===== src/rtl/ram_write.sv =====
`default_nettype none
// ============================================================================
// Module   : ram_write
// Purpose  : Insertion side of the 16-slot object table held in the shared
//            32 x 8 coordinate RAM. On go, scans slots 0..15 for the first
//            free slot (x byte == 0) and writes the (x, y) pair into it.
//            Optional macro RAM_WRITE_CLEAR_EN adds a post-reset CLEAR pass
//            that zeroes all 32 RAM bytes before the block goes idle.
// Revision : 1.0 - initial release
// ============================================================================
module ram_write (
    input  logic       clk,
    input  logic       reset,
    input  logic       go,
    input  logic [7:0] x_in,
    input  logic [6:0] y_in,
    input  logic [7:0] data_in,
    output logic [4:0] address,
    output logic [7:0] data_out,
    output logic       writeEn,
    output logic       busy,
    output logic       done,
    output logic       full,
    output logic       reject,
    output logic [3:0] slot
);

    localparam logic [3:0] c_ST_IDLE    = 4'd0;
    localparam logic [3:0] c_ST_LOAD    = 4'd1;
    localparam logic [3:0] c_ST_READ    = 4'd2;
    localparam logic [3:0] c_ST_WAIT    = 4'd3;
    localparam logic [3:0] c_ST_CHECK   = 4'd4;
    localparam logic [3:0] c_ST_WRITE_X = 4'd5;
    localparam logic [3:0] c_ST_WRITE_Y = 4'd6;
    localparam logic [3:0] c_ST_DONE    = 4'd7;
    localparam logic [3:0] c_ST_FULL    = 4'd8;
    localparam logic [3:0] c_ST_REJECT  = 4'd9;
    localparam logic [3:0] c_ST_CLEAR   = 4'd10;

`ifdef RAM_WRITE_CLEAR_EN
    localparam logic [3:0] c_ST_RESET   = c_ST_CLEAR;
`else
    localparam logic [3:0] c_ST_RESET   = c_ST_IDLE;
`endif

    localparam logic [3:0] c_LAST_SLOT  = 4'd15;

    logic [3:0] r_state;
    logic [3:0] w_state_nxt;
    logic [7:0] r_x;
    logic [6:0] r_y;
    logic [3:0] r_ptr;
    logic [3:0] r_slot;

`ifdef RAM_WRITE_CLEAR_EN
    logic [4:0] r_clr_addr;

    // Clear-pass address counter: walks 0..31 while in CLEAR.
    always_ff @(posedge clk) begin
        if (reset) begin
            r_clr_addr <= 5'd0;
        end else if (r_state == c_ST_CLEAR) begin
            r_clr_addr <= r_clr_addr + 5'd1;
        end
    end
`endif

    // State register plus the datapath registers advanced per state.
    always_ff @(posedge clk) begin
        if (reset) begin
            r_state <= c_ST_RESET;
            r_x     <= 8'd0;
            r_y     <= 7'd0;
            r_ptr   <= 4'd0;
            r_slot  <= 4'd0;
        end else begin
            r_state <= w_state_nxt;
            case (r_state)
                c_ST_LOAD: begin
                    r_x   <= x_in;
                    r_y   <= y_in;
                    r_ptr <= 4'd0;
                end
                c_ST_CHECK: begin
                    // Advance only past an occupied, non-final slot; the
                    // pointer never wraps so the scan stops at slot 15.
                    if ((data_in != 8'd0) && (r_ptr != c_LAST_SLOT)) begin
                        r_ptr <= r_ptr + 4'd1;
                    end
                end
                c_ST_WRITE_Y: begin
                    r_slot <= r_ptr;
                end
                default: begin
                end
            endcase
        end
    end

    // Next-state logic and output decode from the registered state only.
    always_comb begin
        w_state_nxt = r_state;
        address     = {r_ptr, 1'b0};
        data_out    = 8'd0;
        writeEn     = 1'b0;
        busy        = (r_state != c_ST_IDLE);
        done        = 1'b0;
        full        = 1'b0;
        reject      = 1'b0;

        case (r_state)
            c_ST_IDLE: begin
                if (go) begin
                    w_state_nxt = c_ST_LOAD;
                end
            end
            c_ST_LOAD: begin
                w_state_nxt = (x_in == 8'd0) ? c_ST_REJECT : c_ST_READ;
            end
            c_ST_READ: begin
                w_state_nxt = c_ST_WAIT;
            end
            c_ST_WAIT: begin
                // Address held an extra cycle to cover the RAM read latency.
                w_state_nxt = c_ST_CHECK;
            end
            c_ST_CHECK: begin
                if (data_in == 8'd0) begin
                    w_state_nxt = c_ST_WRITE_X;
                end else if (r_ptr == c_LAST_SLOT) begin
                    w_state_nxt = c_ST_FULL;
                end else begin
                    w_state_nxt = c_ST_READ;
                end
            end
            c_ST_WRITE_X: begin
                address     = {r_ptr, 1'b0};
                data_out    = r_x;
                writeEn     = 1'b1;
                w_state_nxt = c_ST_WRITE_Y;
            end
            c_ST_WRITE_Y: begin
                address     = {r_ptr, 1'b1};
                data_out    = {1'b0, r_y};
                writeEn     = 1'b1;
                w_state_nxt = c_ST_DONE;
            end
            c_ST_DONE: begin
                done        = 1'b1;
                w_state_nxt = c_ST_IDLE;
            end
            c_ST_FULL: begin
                full        = 1'b1;
                w_state_nxt = c_ST_IDLE;
            end
            c_ST_REJECT: begin
                reject      = 1'b1;
                w_state_nxt = c_ST_IDLE;
            end
`ifdef RAM_WRITE_CLEAR_EN
            c_ST_CLEAR: begin
                address  = r_clr_addr;
                data_out = 8'd0;
                writeEn  = 1'b1;
                if (r_clr_addr == 5'd31) begin
                    w_state_nxt = c_ST_IDLE;
                end
            end
`endif
            default: begin
                w_state_nxt = c_ST_IDLE;
            end
        endcase
    end

    assign slot = r_slot;

endmodule
`default_nettype wire


===== config.mk =====
export PLATFORM = sky130hd
export DESIGN_NAME = ram_write
export DESIGN_NICKNAME = d
export VERILOG_FILES = /design/src/rtl/ram_write.sv
export SDC_FILE = /design/constraint.sdc
export NUM_CORES = 1
export LEC_CHECK = 0
export ABC_CLOCK_PERIOD_IN_PS = 2100
export BUFFER_PORTS_ARGS = -buffer_cell sky130_fd_sc_hd__buf_2
export CAP_MARGIN = 20
export CELL_PAD_IN_SITES_DETAIL_PLACEMENT = 1
export CELL_PAD_IN_SITES_GLOBAL_PLACEMENT = 1
export CORE_ASPECT_RATIO = 0.5
export CORE_MARGIN = 2
export CORE_UTILIZATION = 35
export DETAILED_ROUTE_END_ITERATION = 8
export PLACE_DENSITY_LB_ADDON = 0.1
export SYNTH_ARGS = -nofsm -noshare
export SYNTH_HDL_FRONTEND = slang
export SYNTH_SLANG_ARGS = --single-unit

===== constraint.sdc =====
create_clock -name clk -period 2.1 [get_ports clk]
set_input_delay 0.105 -clock clk [delete_from_list [all_inputs] [get_ports clk]]
set_output_delay 0.105 -clock clk [all_outputs]
set_load 0.02 [all_outputs]

==> Word level (Yosys, flattened, before mapping) <==
Index checks and enable logic that the tools add are counted.
W data, S select, Z words.
{ "word_totals": {"regBits": 27, "latch_bits": 0, "ramBits": 0, "rom_bits": 0, "elab_cells": 41, "memories": 0} }
{ "classes": {"add_sub_neg": 1, "n_mul": 0, "div_mod_pow": 0, "magnitude_cmp": 0, "eq_ne": 13, "shift": 0, "muxes": 13, "bitwise": 0, "reduce_logical": 9} }
{ "ops": {"columns": ["cell", "count"], "rows": [
  ["$pmux W4 S7", 1],
  ["$mux W4", 5],
  ["$eq A4 B3 Y1 const B", 4],
  ["$logic_not A8 Y1", 2],
  ["$pmux W8 S2", 1],
  ["$eq A4 B4 Y1 const B", 3],
  ["$eq A4 B2 Y1 const B", 2],
  ["$pmux W4 S2", 1],
  ["$reduce_bool A8 Y1", 1],
  ["$mux W1", 5],
  ["$add A4 B1 Y4 const B", 1],
  ["$eq A4 B1 Y1 const B", 1],
  ["$logic_not A4 Y1", 1],
  ["$ne A2 B2 Y1 const B", 2],
  ["$ne A4 B4 Y1 const B", 1],
  ["$reduce_bool A4 Y1", 1],
  ["$reduce_and A2 Y1", 1],
  ["$reduce_bool A2 Y1", 1],
  ["$reduce_or A2 Y1", 1],
  ["$logic_and A1 B1 Y1", 1]
]} }

==> Longest topological paths before layout <==
Gate-level depths: netlist (run 1).
{ "depth": {"depth_word": 4, "mapped_depth": 5} }

==> Least setup slack after synthesis (run 1) <==
Ideal clock, no wire load.
{ "synth_timing": {"path_kind": "flip-flop to output port", "start": "register r_state[1]", "end": "output port data_out[0]", "arrival_time_ps": 1418, "t_required_ps": 1995, "setup_slack_ps": 577, "path_stages_with_launch": 5, "path_cell_list": "dfxtp_1 buf_2 and4bb_2 buf_2 a22o_1"} }
{ "synth_between": {"elab_chain_cells": 2} }
{ "synth_rtl": {"columns": ["item", "line_no", "rtl"], "rows": [
  ["start, declared", "48", "logic [3:0] r_state;"],
  ["start signal, assigned", "71", "r_state <= c_ST_RESET;"],
  ["start signal, assigned", "77", "r_state <= w_state_nxt;"],
  ["$eq A4 B3 Y1", "111", "case (r_state)"],
  ["$pmux W8 S2 *", "111", null],
  ["end, declared", "19", "output logic [7:0] data_out,"]
]} }
Mark *: on every way between the ends. The rest lies on a longest branch, timed or not.

==> Worst setup path after layout (run 1) <==
{ "layout_timing": {"start": "register r_state[1]", "end": "output port data_out[2]"} }
The elaborated chain is that of the path after synthesis.

==> reports/metrics.cfg, run 1 <==
[clocking]
post-cts-setup-buffers=0
path_clk_slew_ps=100
cts_max_path_buffers=2
root_buffer=clkbuf_8
numCtsBuffers=3
clock_latency_ps=280
cts_tree=built
cts_sinks=27
htreeDepth=1
cts_resized=0
ctsHoldBuffers=0

[final_layout]
layout_common_cells=47 x buf_2, 33 x nand2_1, 27 x dfxtp_1, 20 x a21oi_1, 9 x nor2_1
area_growth_pct=23.87
mostFrequentLayoutCell=buf_2
fillers=457
drive_gt1_share_pct=29.38
fin_nets=222
fin_area_mm2=0.001617
instances_no_fill=245
antennaDiodeCount=0
post-route-util_pct=46.06

[floorplanning]
rows=15
fp.dieW_um=90.36
top_level_ports=48
dieArea_mm2=0.004263
core_area_mm2=0.003510
start_util_pct=37.18
fp.dieH_um=47.18

[placed_design]
dp_hpwl_um=2555
gp_congestion=0.6865
dp.cells=241
dpl_cell_area_mm2=0.001568
io_buffers=47

[logic_synthesis]
syn_avg_cell_area_um2=8.642
yosysWarnings=0
ys.flop_type=dfxtp_1
synth_area_leaders=dfxtp_1 41%, nand2_1 9.5%, a21oi_1 7.7%, a22o_1 4.7%, mux2i_1 3.8%
syn_inst=151
synth_cell_types=34
synth_edf_count=0
synth_fp_nets=178
netlist.area_leader.share_pct=41.42
async_reset_ff_share_pct=0
synth_top_area_cell=dfxtp_1
ys_seq_area_share_pct=41.42
ys_ff_latch=27
syn_area_mm2=0.001305

[sta]
rsz0062_at_grt=false
period_minus_slack_ps=1938
tightest_slew_ps=597.9
fin_skew_ps=3.727
finalSetupViolCount=0
hold_viol_final=0
max_slew_margin_pct=59.62
period_share_pct=92.29
fin_setup_tns_ps=0
finalMaxSlewViolations=0
fmax_mhz=516.0

[route]
totalWireLength_um=3419
dr.first_iter.drc_count=24
route.vias.total=1258
ant_nets=0
drt_first_pass_iters=4
viasPerCell=5.135
drc_errors=0
wl_per_cell_um=13.96

[flow_run]
cap_violations=0

[global_route]
grt_usage_pct=16.46
grt_pass1_vias=1134
grt_pass1_wl_um=5409
overflow=0
antenna_found_initial=0
grt_max_degree=24

[critical_path]
arrival_ps=1830
worst_ep_required_time_ps=2000
endpoint_kind=output port
worstSetupPathType=reg -> out
start_kind=flip-flop
cp_max_fo=12

[hold_path]
min_path_type=in -> reg

[status]
outcome=complete, no violations

[power]
p_total_mw=1.025
ir_drop_v=0.0001821
p_leak_nw=0.6763
powerDensity_mw_per_mm2=633.8

-- through the flow --
stage | worst slack [ps] | hold WS, ps
floorplan | 576.6 | 182.4
global placement | 470.0 | 345.5
detailed placement | 431.9 | 353.3
CTS | 148.0 | 44.00
global route | 15.88 | 61.59
finish | 161.9 | 50.31
-- state kept, by name, indices dropped and copies added (netlist names) --
signal	flops
slot	4
r_ptr	4
r_y	7
r_state	4
r_x	8
-- final timing paths --
| path | startpoint | end | slack, ps | cells after the start |
|---|---|---|---|---|
| max | r_state[1] | data_out[2] | 160 | 3 |
| min | y_in[1] | r_y[1] | 50 | 3 |
| max reg2reg | r_state[2] | r_ptr[3] | 410 | 4 |
| min reg2reg | r_y[4] | r_y[4] | 460 | 2 |
-- logic make-up after synthesis --
| kind of cell | Yosys count | share of synthesized area, % |
|---|---|---|
| and+or+nand+nor | 69 | 29.05 |
| buffers and inverters | 10 | 3.930 |
| DFF | 27 | 41.42 |
| adders and majority gates | 1 | 0.9586 |
| AOI/OAI and AO/OA | 37 | 19.46 |
| xor gates and xnor gates | 2 | 1.343 |
| muxes | 5 | 3.835 |
-- metal layers --
layer	global-route usage, %	part of all wire (%)
met1	21.79	48
met3	4.173	5.2
met5	0	0
met4	3.692	0.58
met2	28.27	46
-- cell type report --
type	count	area, um2	share of cell area (%)
Sequential cell	27	540.5	33.44
Timing Repair Buffer	49	250.2	15.48
Clock buffer	3	41.29	2.554
Multi-Input combinational cell	114	713.2	44.12
Clock inverter	1	7.507	0.4644
Tap cell	51	63.81	3.947
-- power breakdown --
part           switching, mW  internal (mW)
logic                 0.0815         0.0651
registers             0.0300          0.538
clock network          0.175          0.135
total                  0.286          0.738
-- worst max-delay path, stage by stage, from the launching register on --
cell	delay [ps]
dfxtp_1	650
and4bb_2	540
a22o_1	200
buf_2	160
-- cells in the mapped netlist (all sizes together), types with 2 or more instances --
master and count:
a21boi 2, nand3 5, nand3b 2, nor4 2, a22o 7, or4 4, nand2 33, dfxtp 27
mux2i 5, a21oi 20, nor3b 4, nor4b 3, xnor2 2, buf 6, nor2 9, clkbuf 4
Power figures use the tool's default switching activity.
==> run 2, diff against run 1 <==
--- a/config.mk
+++ b/config.mk
@@ -5,16 +5,18 @@
 export SDC_FILE = /design/constraint.sdc
 export NUM_CORES = 1
 export LEC_CHECK = 0
+export ABC_AREA = 1
 export ABC_CLOCK_PERIOD_IN_PS = 2100
 export BUFFER_PORTS_ARGS = -buffer_cell sky130_fd_sc_hd__buf_2
 export CAP_MARGIN = 20
 export CELL_PAD_IN_SITES_DETAIL_PLACEMENT = 1
 export CELL_PAD_IN_SITES_GLOBAL_PLACEMENT = 1
 export CORE_ASPECT_RATIO = 0.5
-export CORE_MARGIN = 2
-export CORE_UTILIZATION = 35
+export CORE_MARGIN = 3
+export CORE_UTILIZATION = 33
 export DETAILED_ROUTE_END_ITERATION = 8
 export PLACE_DENSITY_LB_ADDON = 0.1
+export SKIP_CTS_REPAIR_TIMING = 1
 export SYNTH_ARGS = -nofsm -noshare
 export SYNTH_HDL_FRONTEND = slang
 export SYNTH_SLANG_ARGS = --single-unit
==> run 2 against run 1 <==
Compared with the run above:
- core utilization fell by 0.86 points
- count of clock-buffer cells in the layout grew 1
- global-route usage up 0.48 points
- critical path depth up 4
- maximum frequency grew 4.4%
- combinational power increased by 23%
- first-iteration DRC count grew 29%
- worst setup slack better by 81 ps
- critical path type unchanged
- largest cell class unchanged
- largest power group unchanged
- highest routed layer unchanged
==> reports/metrics.cfg, run 2 <==
[status]
outcome=complete, no violations

[route]
top_layer_used=met4
m1WireLength_um=1898
wl_met3_um=148
wl_met2_um=1749
viasPerCell=4.815
wl_per_cell_um=13.07
drt_first_pass_iters=4
dr.first_iter.drc_count=31
ant_nets=0
route.vias.total=1406
drc_errors=0
totalWireLength_um=3817

[clocking]
clock_latency_ps=270
root_buffer=clkbuf_8
htreeDepth=1
cts_max_path_buffers=2
cts_tree=built
path_clk_slew_ps=90
cts_sinks=27
numCtsBuffers=3

[logic_synthesis]
synth_fp_nets=223
yosysMostFrequentCell=nor2_1
ys.flop_type=dfxtp_1
syn_avg_cell_area_um2=6.869
ys_ff_latch=27
async_reset_ff_share_pct=0
synth_area_leaders=dfxtp_1 40%, nor2_1 14%, o21ai_0 8.9%, nand2_1 7.8%, inv_1 5.9%
synthSimpleGateAreaFrac_pct=32.81
syn_inst=196
synth_compound_area_share_pct=16.45
synth_xor_area_share_pct=0
yosysWarnings=0
synth_edf_count=0
synthAdderAreaFrac_pct=0.9294
synth_top_family_by_area=simple AND/OR/NAND/NOR gates
synthMuxAreaShare_pct=0
synth_top_area_cell=dfxtp_1
synth_cell_types=25
syn_area_mm2=0.001346
ys_seq_area_share_pct=40.15
yosys-top-cells-count=50 x nor2_1, 28 x nand2_1, 27 x dfxtp_1
netlist.area_leader.share_pct=40.15

[sta]
hold_viol_final=0
rsz0062_at_grt=false
max_slew_margin_pct=63.94
finalSetupViolCount=0
fin_setup_tns_ps=0
holdWs_ps=58.08
period_minus_slack_ps=1857
fmax_mhz=538.6
fin_skew_ps=0.9071
period_share_pct=88.42
finalMaxSlewViolations=0
tightest_slew_ps=540.3

[global_route]
overflow=0
grt_max_degree=22
grt_pass1_wl_um=6610
grt_pass1_vias=1474
grt_usage_pct=16.94
antenna_found_initial=0

[final_layout]
multi_input_area_um2=675.6
mostFrequentLayoutCell=nor2_1
fin_area_mm2=0.001654
area_growth_pct=22.86
fin_nets=269
instances_no_fill=292
fillers=498
ff_latch_area_um2=540.5
reg_top3=r_x x8, r_y x7
largest_register_ffs=8
layout_common_cells=50 x nor2_1, 47 x buf_2, 28 x nand2_1, 27 x dfxtp_1, 24 x o21ai_0
antennaDiodeCount=0
regMostFlops=r_x
drive_gt1_share_pct=25.31

[critical_path]
slowest_delay_ps=440
start_kind=flip-flop
cp_num_buf_inv=3
cp_max_fo=14
cp_slowest_cell=dfxtp_1
cp_top_family=buffers and inverters
worst_ep_required_time_ps=2000
arrival_ps=1750
worstSetupPathType=reg -> out
endpoint_kind=output port
path_cells=inv_2 -> nor2_8 -> nand2_1 -> inv_2 -> nand2_1 -> o21ai_0 -> buf_2

[floorplanning]
fp.dieH_um=51.17
start_util_pct=36.79
rows=15
fp.dieW_um=96.33
core_area_mm2=0.003660
top_level_ports=48
dieArea_mm2=0.004929

[power]
p_total_mw=1.049
powerDensity_mw_per_mm2=634.1
p_leak_nw=0.8271
ir_drop_v=0.0003337

[placed_design]
io_buffers=47
gp_congestion=0.7695
dp.cells=288
dp_hpwl_um=2936
dpl_cell_area_mm2=0.001609

[hold_path]
min_path_type=in -> reg

[flow_run]
cap_violations=0

## run 2: layout make-up
cell class | instances | share of cell area (%)
timing repair buffer | 47 | 14.22
sequential | 27 | 32.68
clock buffer | 4 | 2.723
inverter | 25 | 5.673
multi-input combinational | 138 | 40.85
tap | 51 | 3.858
## run 2: stage by stage
stage	worst slack, ps	utilization (%)
2_1_floorplan	663.2	-
4_1_cts	209.5	45.20
5_1_grt	73.80	45.20
6_report	243.2	45.20
3_5_place_dp	448.8	43.97
3_3_place_gp	536.2	43.97
## run 2: worst register-to-register path, cell delays in order, from the launching register on
cell,delay [ps]
dfxtp_1,380
nor2_2,210
inv_2,80
nor2_4,300
inv_2,270
o21ai_0,240
a21oi_1,70
## run 2: power by group
part	switching [mW]	total (mW)	internal, mW
Clock	0.156	0.291	0.136
Sequential	0.0236	0.577	0.553
Combinational	0.121	0.181	0.0600
## run 2: cell families (layout without fill, tap and decap cells)
kind of cell	after synthesis	after routing
buffers and inverters	31	76
AO/OA/AOI/OAI	38	38
adder cells (fa/ha/maj)	1	1
AND/OR/NAND/NOR	99	99
flip-flops	27	27
## run 2: path summary, 6_finish.rpt
kind	depth (start not counted)	slack (ps)	end	from
setup / recovery	7	240	data_out[2]	r_state[2]
hold / removal	3	60	r_y[0]	y_in[0]
setup reg to reg	6	430	r_x[7]	r_state[3]
hold reg to reg	2	480	r_x[7]	r_x[7]
## run 2: routing by layer
| layer | vias to the layer above | GRT usage, % |
|---|---|---|
| met5 | - | 0 |
| met4 | 0 | 2.093 |
| met3 | 2 | 4.118 |
| met2 | 24 | 30.74 |
| met1 | 660 | 20.89 |
| li1 | 720 | - |
